[src/rtl/audio_pkg.sv]
// Shared helpers and types for the PDM/CIC audio front end.
// Holds the PDM sample mapping, a constant clog2 and the parameter width check.
package audio_pkg;

    localparam int PDM_POS = 1;
    localparam int PDM_NEG = -1;

    typedef enum logic [1:0] {
        IDLE = 2'd0,
        COMB = 2'd1,
        SAT  = 2'd2
    } cic_state_t;

    function automatic int clog2(input int value);
        int r;
        r = 0;
        for (r = 0; (1 << r) < value; r++) begin
        end
        return r;
    endfunction

    // Accumulator must hold the full CIC gain plus sign, and the shift must leave bits.
    function automatic bit widths_ok(input int w, input int order, input int decim, input int shift);
        return (w >= order * clog2(decim) + 2) && (shift < w);
    endfunction

endpackage

[src/rtl/cic_integrator_chain.sv]
// One channel of CIC integrators running at the PDM sample rate.
// out is the value of the last stage as it will be after this cycle's update.
module cic_integrator_chain
    import audio_pkg::*;
#(
    parameter int W     = 32,
    parameter int ORDER = 4
) (
    input  logic         clk,
    input  logic         rst,
    input  logic         en,
    input  logic         din,
    output logic [W-1:0] out
);

    logic [W-1:0] acc [ORDER];
    logic [W-1:0] step;

    always_comb begin
        step = din ? W'(PDM_POS) : W'(PDM_NEG);
    end

    // Every stage reads the old value of its predecessor, giving one cycle of skew per stage.
    always_ff @(posedge clk) begin
        if (rst) begin
            for (int k = 0; k < ORDER; k++) begin
                acc[k] <= '0;
            end
        end else if (en) begin
            acc[0] <= acc[0] + step;
            for (int k = 1; k < ORDER; k++) begin
                acc[k] <= acc[k] + acc[k-1];
            end
        end
    end

    generate
        if (ORDER == 1) begin : g_single
            assign out = en ? acc[0] + step : acc[0];
        end else begin : g_multi
            assign out = en ? acc[ORDER-1] + acc[ORDER-2] : acc[ORDER-1];
        end
    endgenerate

endmodule

[src/rtl/pdm_cic_decim.sv]
// Multi-channel PDM-to-PCM CIC decimator: per-channel integrators, one shared
// time-multiplexed comb subtractor, then shift and saturation to OUT_W bits.
module pdm_cic_decim
    import audio_pkg::*;
#(
    parameter int CHANNELS  = 2,
    parameter int ORDER     = 4,
    parameter int DECIM     = 64,
    parameter int W         = 32,
    parameter int OUT_W     = 16,
    parameter int SHIFT     = 10,
    parameter int DC_REMOVE = 1
) (
    input  logic                      clk,
    input  logic                      rst,
    input  logic                      din,
    input  logic [CHANNELS-1:0]       stb_sample,
    output logic [CHANNELS*OUT_W-1:0] pcm_data,
    output logic                      pcm_valid,
    output logic [CHANNELS-1:0]       pcm_clip,
    output logic                      overrun
);

    localparam int S     = ORDER + DC_REMOVE;
    localparam int CNT_W = (clog2(DECIM) < 1) ? 1 : clog2(DECIM);
    localparam int CH_W  = (clog2(CHANNELS) < 1) ? 1 : clog2(CHANNELS);
    localparam int ST_W  = (clog2(S) < 1) ? 1 : clog2(S);

    localparam logic signed [W-1:0] PCM_MAX = {{(W-OUT_W+1){1'b0}}, {(OUT_W-1){1'b1}}};
    localparam logic signed [W-1:0] PCM_MIN = {{(W-OUT_W+1){1'b1}}, {(OUT_W-1){1'b0}}};

    generate
        if (!widths_ok(W, ORDER, DECIM, SHIFT)) begin : g_width_check
            $error("pdm_cic_decim: W too small for ORDER/DECIM, or SHIFT >= W");
        end
    endgenerate

    logic [W-1:0]        integ_out [CHANNELS];
    logic [CNT_W-1:0]    dec_cnt;
    logic                dec_event;

    cic_state_t          state;
    logic [CH_W-1:0]     ch;
    logic [ST_W-1:0]     st;
    logic [W-1:0]        v;
    logic [W-1:0]        snap [CHANNELS];
    logic [W-1:0]        dly [CHANNELS][S];
    logic signed [W-1:0] res [CHANNELS];

    logic [W-1:0]        comb_in;
    logic [W-1:0]        comb_y;
    logic signed [W-1:0] shifted [CHANNELS];
    logic [OUT_W-1:0]    sat_data [CHANNELS];
    logic [CHANNELS-1:0] sat_clip;

    generate
        for (genvar c = 0; c < CHANNELS; c++) begin : g_chan
            cic_integrator_chain #(
                .W     (W),
                .ORDER (ORDER)
            ) u_integ (
                .clk (clk),
                .rst (rst),
                .en  (stb_sample[c]),
                .din (din),
                .out (integ_out[c])
            );
        end
    endgenerate

    assign dec_event = stb_sample[0] && (dec_cnt == CNT_W'(DECIM - 1));

    always_ff @(posedge clk) begin
        if (rst) begin
            dec_cnt <= '0;
        end else if (stb_sample[0]) begin
            dec_cnt <= dec_event ? '0 : dec_cnt + 1'b1;
        end
    end

    // The first stage of each channel pulls its snapshot; later stages chain through v.
    always_comb begin
        comb_in = (st == '0) ? snap[ch] : v;
        comb_y  = comb_in - dly[ch][st];
    end

    always_comb begin
        sat_clip = '0;
        for (int c = 0; c < CHANNELS; c++) begin
            shifted[c]  = res[c] >>> SHIFT;
            sat_data[c] = shifted[c][OUT_W-1:0];
            if (shifted[c] > PCM_MAX) begin
                sat_data[c] = PCM_MAX[OUT_W-1:0];
                sat_clip[c] = 1'b1;
            end else if (shifted[c] < PCM_MIN) begin
                sat_data[c] = PCM_MIN[OUT_W-1:0];
                sat_clip[c] = 1'b1;
            end
        end
    end

    always_ff @(posedge clk) begin
        if (rst) begin
            state     <= IDLE;
            ch        <= '0;
            st        <= '0;
            v         <= '0;
            pcm_data  <= '0;
            pcm_valid <= 1'b0;
            pcm_clip  <= '0;
            overrun   <= 1'b0;
            for (int c = 0; c < CHANNELS; c++) begin
                snap[c] <= '0;
                res[c]  <= '0;
                for (int k = 0; k < S; k++) begin
                    dly[c][k] <= '0;
                end
            end
        end else begin
            pcm_valid <= 1'b0;
            // Events landing while the comb is busy are dropped, leaving snapshots intact.
            if (dec_event && (state != IDLE)) begin
                overrun <= 1'b1;
            end
            case (state)
                IDLE: begin
                    if (dec_event) begin
                        for (int c = 0; c < CHANNELS; c++) begin
                            snap[c] <= integ_out[c];
                        end
                        ch    <= '0;
                        st    <= '0;
                        state <= COMB;
                    end
                end
                COMB: begin
                    dly[ch][st] <= comb_in;
                    v           <= comb_y;
                    if (st == ST_W'(S - 1)) begin
                        res[ch] <= comb_y;
                        st      <= '0;
                        if (ch == CH_W'(CHANNELS - 1)) begin
                            state <= SAT;
                        end else begin
                            ch <= ch + 1'b1;
                        end
                    end else begin
                        st <= st + 1'b1;
                    end
                end
                SAT: begin
                    for (int c = 0; c < CHANNELS; c++) begin
                        pcm_data[c*OUT_W +: OUT_W] <= sat_data[c];
                    end
                    pcm_clip  <= sat_clip;
                    pcm_valid <= 1'b1;
                    state     <= IDLE;
                end
                default: state <= IDLE;
            endcase
        end
    end

endmodule

[config.mk]
export PLATFORM = sky130hd
export DESIGN_NAME = pdm_cic_decim
export DESIGN_NICKNAME = d
export VERILOG_FILES = /design/src/rtl/audio_pkg.sv /design/src/rtl/cic_integrator_chain.sv /design/src/rtl/pdm_cic_decim.sv
export SDC_FILE = /design/constraint.sdc
export NUM_CORES = 2
export LEC_CHECK = 0
export BUFFER_PORTS_ARGS = -buffer_cell sky130_fd_sc_hd__buf_2
export CORE_ASPECT_RATIO = 1.75
export CORE_MARGIN = 5
export CORE_UTILIZATION = 28
export DETAILED_ROUTE_END_ITERATION = 7
export PLACE_DENSITY = 0.4
export SKIP_LAST_GASP = 1
export SYNTH_ARGS = -nofsm -noshare
export SYNTH_HDL_FRONTEND = slang
export SYNTH_SLANG_ARGS = --single-unit
[constraint.sdc]
create_clock -name clk -period 7.2 [get_ports clk]
set_input_delay 0 -clock clk [delete_from_list [all_inputs] [get_ports clk]]
set_output_delay 0 -clock clk [all_outputs]
set_load 0.02 [all_outputs]
# Word-level counts from Yosys, hierarchy flattened
# Memories as Yosys holds them, arrays and structs flattened. A register that Yosys moved wholly into a read port is not among the register bits.
# Index checks and enable logic that the tools add are counted.
# W data, S select, Z words.
[totals]
memories = 5
reg_bits = 80
inputBits = 5
mem_bits_rw = 704
[op_classes]
eq_ne = 7
addsub = 12
mux = 69
n_reduce_logical = 12
bitwise = 11
order_cmp = 6
[memory_table]
columns = ["memory", "depth", "width", "read_ports", "rd_clocked_by_memory_dff", "wr", "line_no", "text"]
rows = [
  ["dly", 2, 160, 1, 1, 2, "pdm_cic_decim.sv:47", "logic [W-1:0] dly [CHANNELS][S];"],
  ["g_chan[0].u_integ.acc", 4, 32, 4, 0, 4, "cic_integrator_chain.sv:16", "logic [W-1:0] acc [ORDER];"],
  ["g_chan[1].u_integ.acc", 4, 32, 4, 0, 4, "cic_integrator_chain.sv:16", ""],
  ["res", 2, 32, 2, 0, 2, "pdm_cic_decim.sv:48", "logic signed [W-1:0] res [CHANNELS];"],
  ["snap", 2, 32, 1, 1, 2, "pdm_cic_decim.sv:46", "logic [W-1:0] snap [CHANNELS];"],
]
[op_table]
columns = ["cell", "count"]
rows = [
  ["$mux W32", 18],
  ["$mux W160", 3],
  ["$add A32 B32 Y32", 8],
  ["$reduce_or A160 Y1", 1],
  ["$bmux W32 S3", 1],
  ["$demux W32 S3", 1],
  ["$mux W16", 4],
  ["$gt A22 B16 Y1 const B", 2],
  ["$lt A22 B16 Y1 const B", 2],
  ["$mux W1", 33],
  ["$reduce_or A32 Y1", 1],
  ["$sub A32 B32 Y32", 1],
  ["$or A1 B1 Y1", 10],
  ["$add A6 B1 Y6 const B", 1],
  ["$eq A6 B6 Y1 const B", 1],
  ["$mux W2", 3],
  ["$mux W3", 2],
  ["$mux W6", 1],
  ["$ne A2 B2 Y1 const B", 3],
  ["$pmux W3 S2", 1],
  ["$reduce_and A3 Y1", 2],
  ["$ge A4 B4 Y1 const B", 1],
  ["$lt A4 B1 Y1 const B", 1],
  ["$not A3 Y4", 1],
  ["other kinds (12)", 15],
]

# Logic depth before layout (Yosys ltp)
[depth]
ltp_word = 8
ltp_mapped = 23
mapped_depth_nobuf = 19

# Hierarchy
# A second synthesis with hierarchy kept.
[unflattened]
hier_cells = 4225
area_unflattened_um2 = 45351.0
[by_module_without_submodules]
columns = ["module", "cells_per_inst", "area_each_um2", "seq_area_each_um2", "n_inst"]
rows = [
  ["pdm_cic_decim", 1770, 22709.3, 14473.9, 1],
  ["cic_integrator_chain at g_chan[1].u_integ", 1254, 11472.3, 3843.7, 1],
  ["cic_integrator_chain at g_chan[0].u_integ", 1201, 11169.5, 3843.7, 1],
]

# Worst setup path before layout
# Ideal clock, no wire load.
[synth_path]
path_type = "register to register"
startpoint = "register st[1]"
endpoint = "memory res[0][30] (data pin)"
t_arrival_ps = 4981
setup_time_ps = 266
required_ps = 6934
path_slack_ps = 1953
path_stages_with_launch = 24
n_path_buf = 4
path_cell_list = "dfxtp_1 > clkbuf_1 > inv_2 > buf_1 > ha_1 > nand2b_1 > clkbuf_1 > clkbuf_1 > nor2_1 > a21oi_1 > ha_1 > inv_1 > fa_1 > a21o_1 > a21oi_2 > o221ai_1 > o221ai_2 > nor2b_1 > a31o_1 > o31ai_2 > o31ai_1 > a31o_2 > xnor2_1 > nor2_1"
[synth_rtl]
columns = ["element", "line_no", "text"]
rows = [
  ["start, declared", "pdm_cic_decim.sv:44", "logic [ST_W-1:0] st;"],
  ["start signal, assigned", "pdm_cic_decim.sv:148", "st <= st + 1'b1;"],
  ["end, declared", "pdm_cic_decim.sv:48", ""],
]

==> results.cfg <==
[clock_tree]
h-tree-depth = 3
clkTransAtPathRegs_ns = 0.06
clock_sinks = 765
worstSkewPairLatency_ns = 0.69
cts_tree = yes
clk_path_buf_depth = 3
cts.root.buffer_cell = clkbuf_16
post_cts_buffers = 0
ctsResizeCount = 0
numCtsBuffers = 82

[worst_hold_path]
worstHoldStart = rst
min_to = v[13]
hp-class = input pin to flop
hold_path_depth = 3

[grt]
top_usage_layer = met2
met3_usage_pct = 1.69
grt_first_pass_wirelength_um = 204000
global_route.usage.met2_pct = 32.8
overflow = 0
grt_max_degree = 79
antenna_found_initial = 3
grt_pass1_vias = 32035
grt.met1_usage_pct = 16.7
track_usage_pct = 16.4

[floorplan]
io_pins = 41
initial_utilization_pct = 28.2
core_area_um2 = 155000
die-area_um2 = 164000
die_w_um = 308
rows = 191
fp.dieH_um = 532

[final_layout]
final_cell_mix = edfxtp_1, nor2_1, a21oi_1
final_area_um2 = 49000
final_common_cell = edfxtp_1
drive_above_1_share_pct = 8.29
nets = 4353
syn_to_final_growth_pct = 12.5

[sta]
timing.final.crit_share_pct = 77.2
slew_headroom_pct = 27.7
setup-tns-final_ns = 0
fin_worst_skew_ns = 0.0335
rsz0062_at_grt = false
hold_viol_final = 0
finalSetupViolCount = 0
max_freq_ghz = 0.180
period_minus_slack_ns = 5.56
worst_pin_slew_ns = 1.09
slew_violations = 0

[routing]
wl_per_cell_um = 22.5
drtAntennaViolNets = 0
routed_wirelength_um = 138000
vias = 30597
viasPerCell = 4.97
drcViolationCount = 0
drt-initial-drc-count = 1640
first_pass_iters = 7

[critical_path]
path_max_fanout = 36
rr_endpoint = res[0][30]
ff2ff_setup_slack_ns = 1.64
reg2reg_depth = 18
start_kind = flop
critPathKind = flop to flop
worst_setup_path_end_kind = flop
required_ns = 7.63
r2r-start = st[0]
crit_arrival_ns = 5.99

[yosys]
async_flop_share_pct = 0
synth_top_family_by_area = compound AO/OA/AOI/OAI gates
synth.top_cell.area_share_pct = 47.2
yosys_warnings = 0
synth_area_um2 = 43500
ys_top_cells_by_area = edfxtp_1, ha_1, nor2_1
syn_inst = 4042
synth_adder_area_share_pct = 8.46
synthFlopType = edfxtp_1
synth_edf_count = 684
synth_xor_area_share_pct = 5.10
synth-seq-cells = 765
seq_area_frac_synth_pct = 50.9
ys_types = 84
synth.mux.area_fraction_pct = 5.33
synthSimpleGateAreaFrac_pct = 12.5
synth_compound_area_share_pct = 15.2
yosys.area.top_type = edfxtp_1
syn_area_per_cell_um2 = 10.8
synth_nets = 4336

[power_and_ir_drop]
p_leak_nw = 19.1
vdd_drop_max_mv = 0.153
powerDensity_nw_per_um2 = 250

[placement]
dp_hpwl_um = 97900
place_congestion = 0.864
place_area_um2 = 46200
port_buffers = 40

[run_status]
outcome = completed

[flow_run]
drv_cap = 0
## where the power goes
| part | switching, W | internal, W | total, W |
|---|---|---|---|
| registers | 0.000197 | 0.00517 | 0.00537 |
| clock network | 0.00193 | 0.00247 | 0.00440 |
| logic | 0.00151 | 0.000954 | 0.00247 |
| total | 0.00363 | 0.00860 | 0.0122 |
## flip-flops by register name, summed over array words and instances (netlist names), named ones only
signal and flops:
v 32, dec_cnt 6, res 44, ch 1, snap 64, state 2
dly 320, pcm_data 32, g_chan.u_integ.acc 256, pcm_clip 2, st 3, overrun 1
pcm_valid 1
## worst max path at each step
stage	startpoint	endpoint	depth (start not counted)
floorplan	st[1]	res[0][30]	23
global placement	st[0]	res[1][30]	18
detailed placement	st[0]	res[0][30]	18
CTS	st[0]	res[1][30]	18
global route	st[0]	res[1][30]	18
finish	st[0]	res[0][30]	18
## Yosys cell counts, types with 9 or more instances
master and instances:
o22a_1 15, a211o_1 10, mux2_2 16, and2_1 22
o211ai_1 9, o21a_1 48, o22ai_1 19, o21ai_1 11
nand4_1 35, ha_1 280, a31oi_1 15, a21o_1 182
mux2i_1 106, inv_1 109, o21bai_1 39, a211oi_1 36
nor2b_1 66, or3_1 15, a21oi_1 371, mux4_2 48
xnor2_1 147, nor3_1 46, and3_1 16, clkbuf_1 158
or2_2 10, nand2_1 208, nand3_1 56, o21ai_0 175
fa_1 9, edfxtp_1 684, dfxtp_1 81, xor2_1 104
a221oi_1 23, o31ai_1 12, nor2_1 680, buf_1 17
nand2b_1 47
## what timing repair did
action	4_1_cts	5_1_grt
endpoints found under the hold margin	16	0
hold buffers	4	0
endpoints found under the setup margin	0	0
## final cells by class
type,count,area (um^2)
fill,15713,106000
sequential,765,22200
multi-input combinational,2986,20400
tap,2026,2530
clock buffer,105,2170
timing repair buffer,114,791
clock inverter,46,529
inverter,110,413
antenna,1,2.50
## cell families (layout without fill, tap and decap cells)
logic type | count (synthesis) | count (layout)
AND/OR/NAND/NOR | 1237 | 1237
flip-flops | 765 | 765
multiplexers | 170 | 170
buffers and inverters | 291 | 375
other | 0 | 1
AO/OA/AOI/OAI | 1038 | 1038
XOR/XNOR | 252 | 252
adder cells (fa/ha/maj) | 289 | 289
## metal layers
layer | routed length [um] | vias to the layer above | share of wire, %
li1 | - | 14885 | -
met3 | 3470 | 227 | 2.5
met5 | 0 | - | 0
met2 | 77400 | 455 | 56
met1 | 50200 | 15030 | 36
met4 | 7090 | 0 | 5.1
## worst max-delay path, cell delays in order, from the launching register on
cell	delay [ns]
dfxtp_2	0.52
inv_1	0.15
ha_1	0.29
nand2b_2	0.59
nor2_1	0.12
a21oi_1	0.58
inv_1	0.19
fa_1	0.50
a21o_1	0.19
a21oi_2	0.21
o221ai_1	0.23
o221ai_2	0.25
nor2b_1	0.14
a31o_1	0.26
o31ai_2	0.34
o31ai_1	0.18
a31o_2	0.30
xnor2_1	0.19
nor2_1	0.06
## per-stage QoR
stage	utilization [%]	cells	power (W)	setup slack (ns)	hold slack [ns]
finish	31.7	6153	0.0122	1.64	0.302
global route	31.7	6153	0.0129	1.34	0.285
CTS	31.7	6152	0.0124	1.69	0.240
detailed placement	29.9	5997	0.00796	1.70	0.426
global placement	29.9	5996	0.00797	1.72	0.426
floorplan	-	4042	0.00722	1.95	0.298
Power figures use the tool's default switching activity.
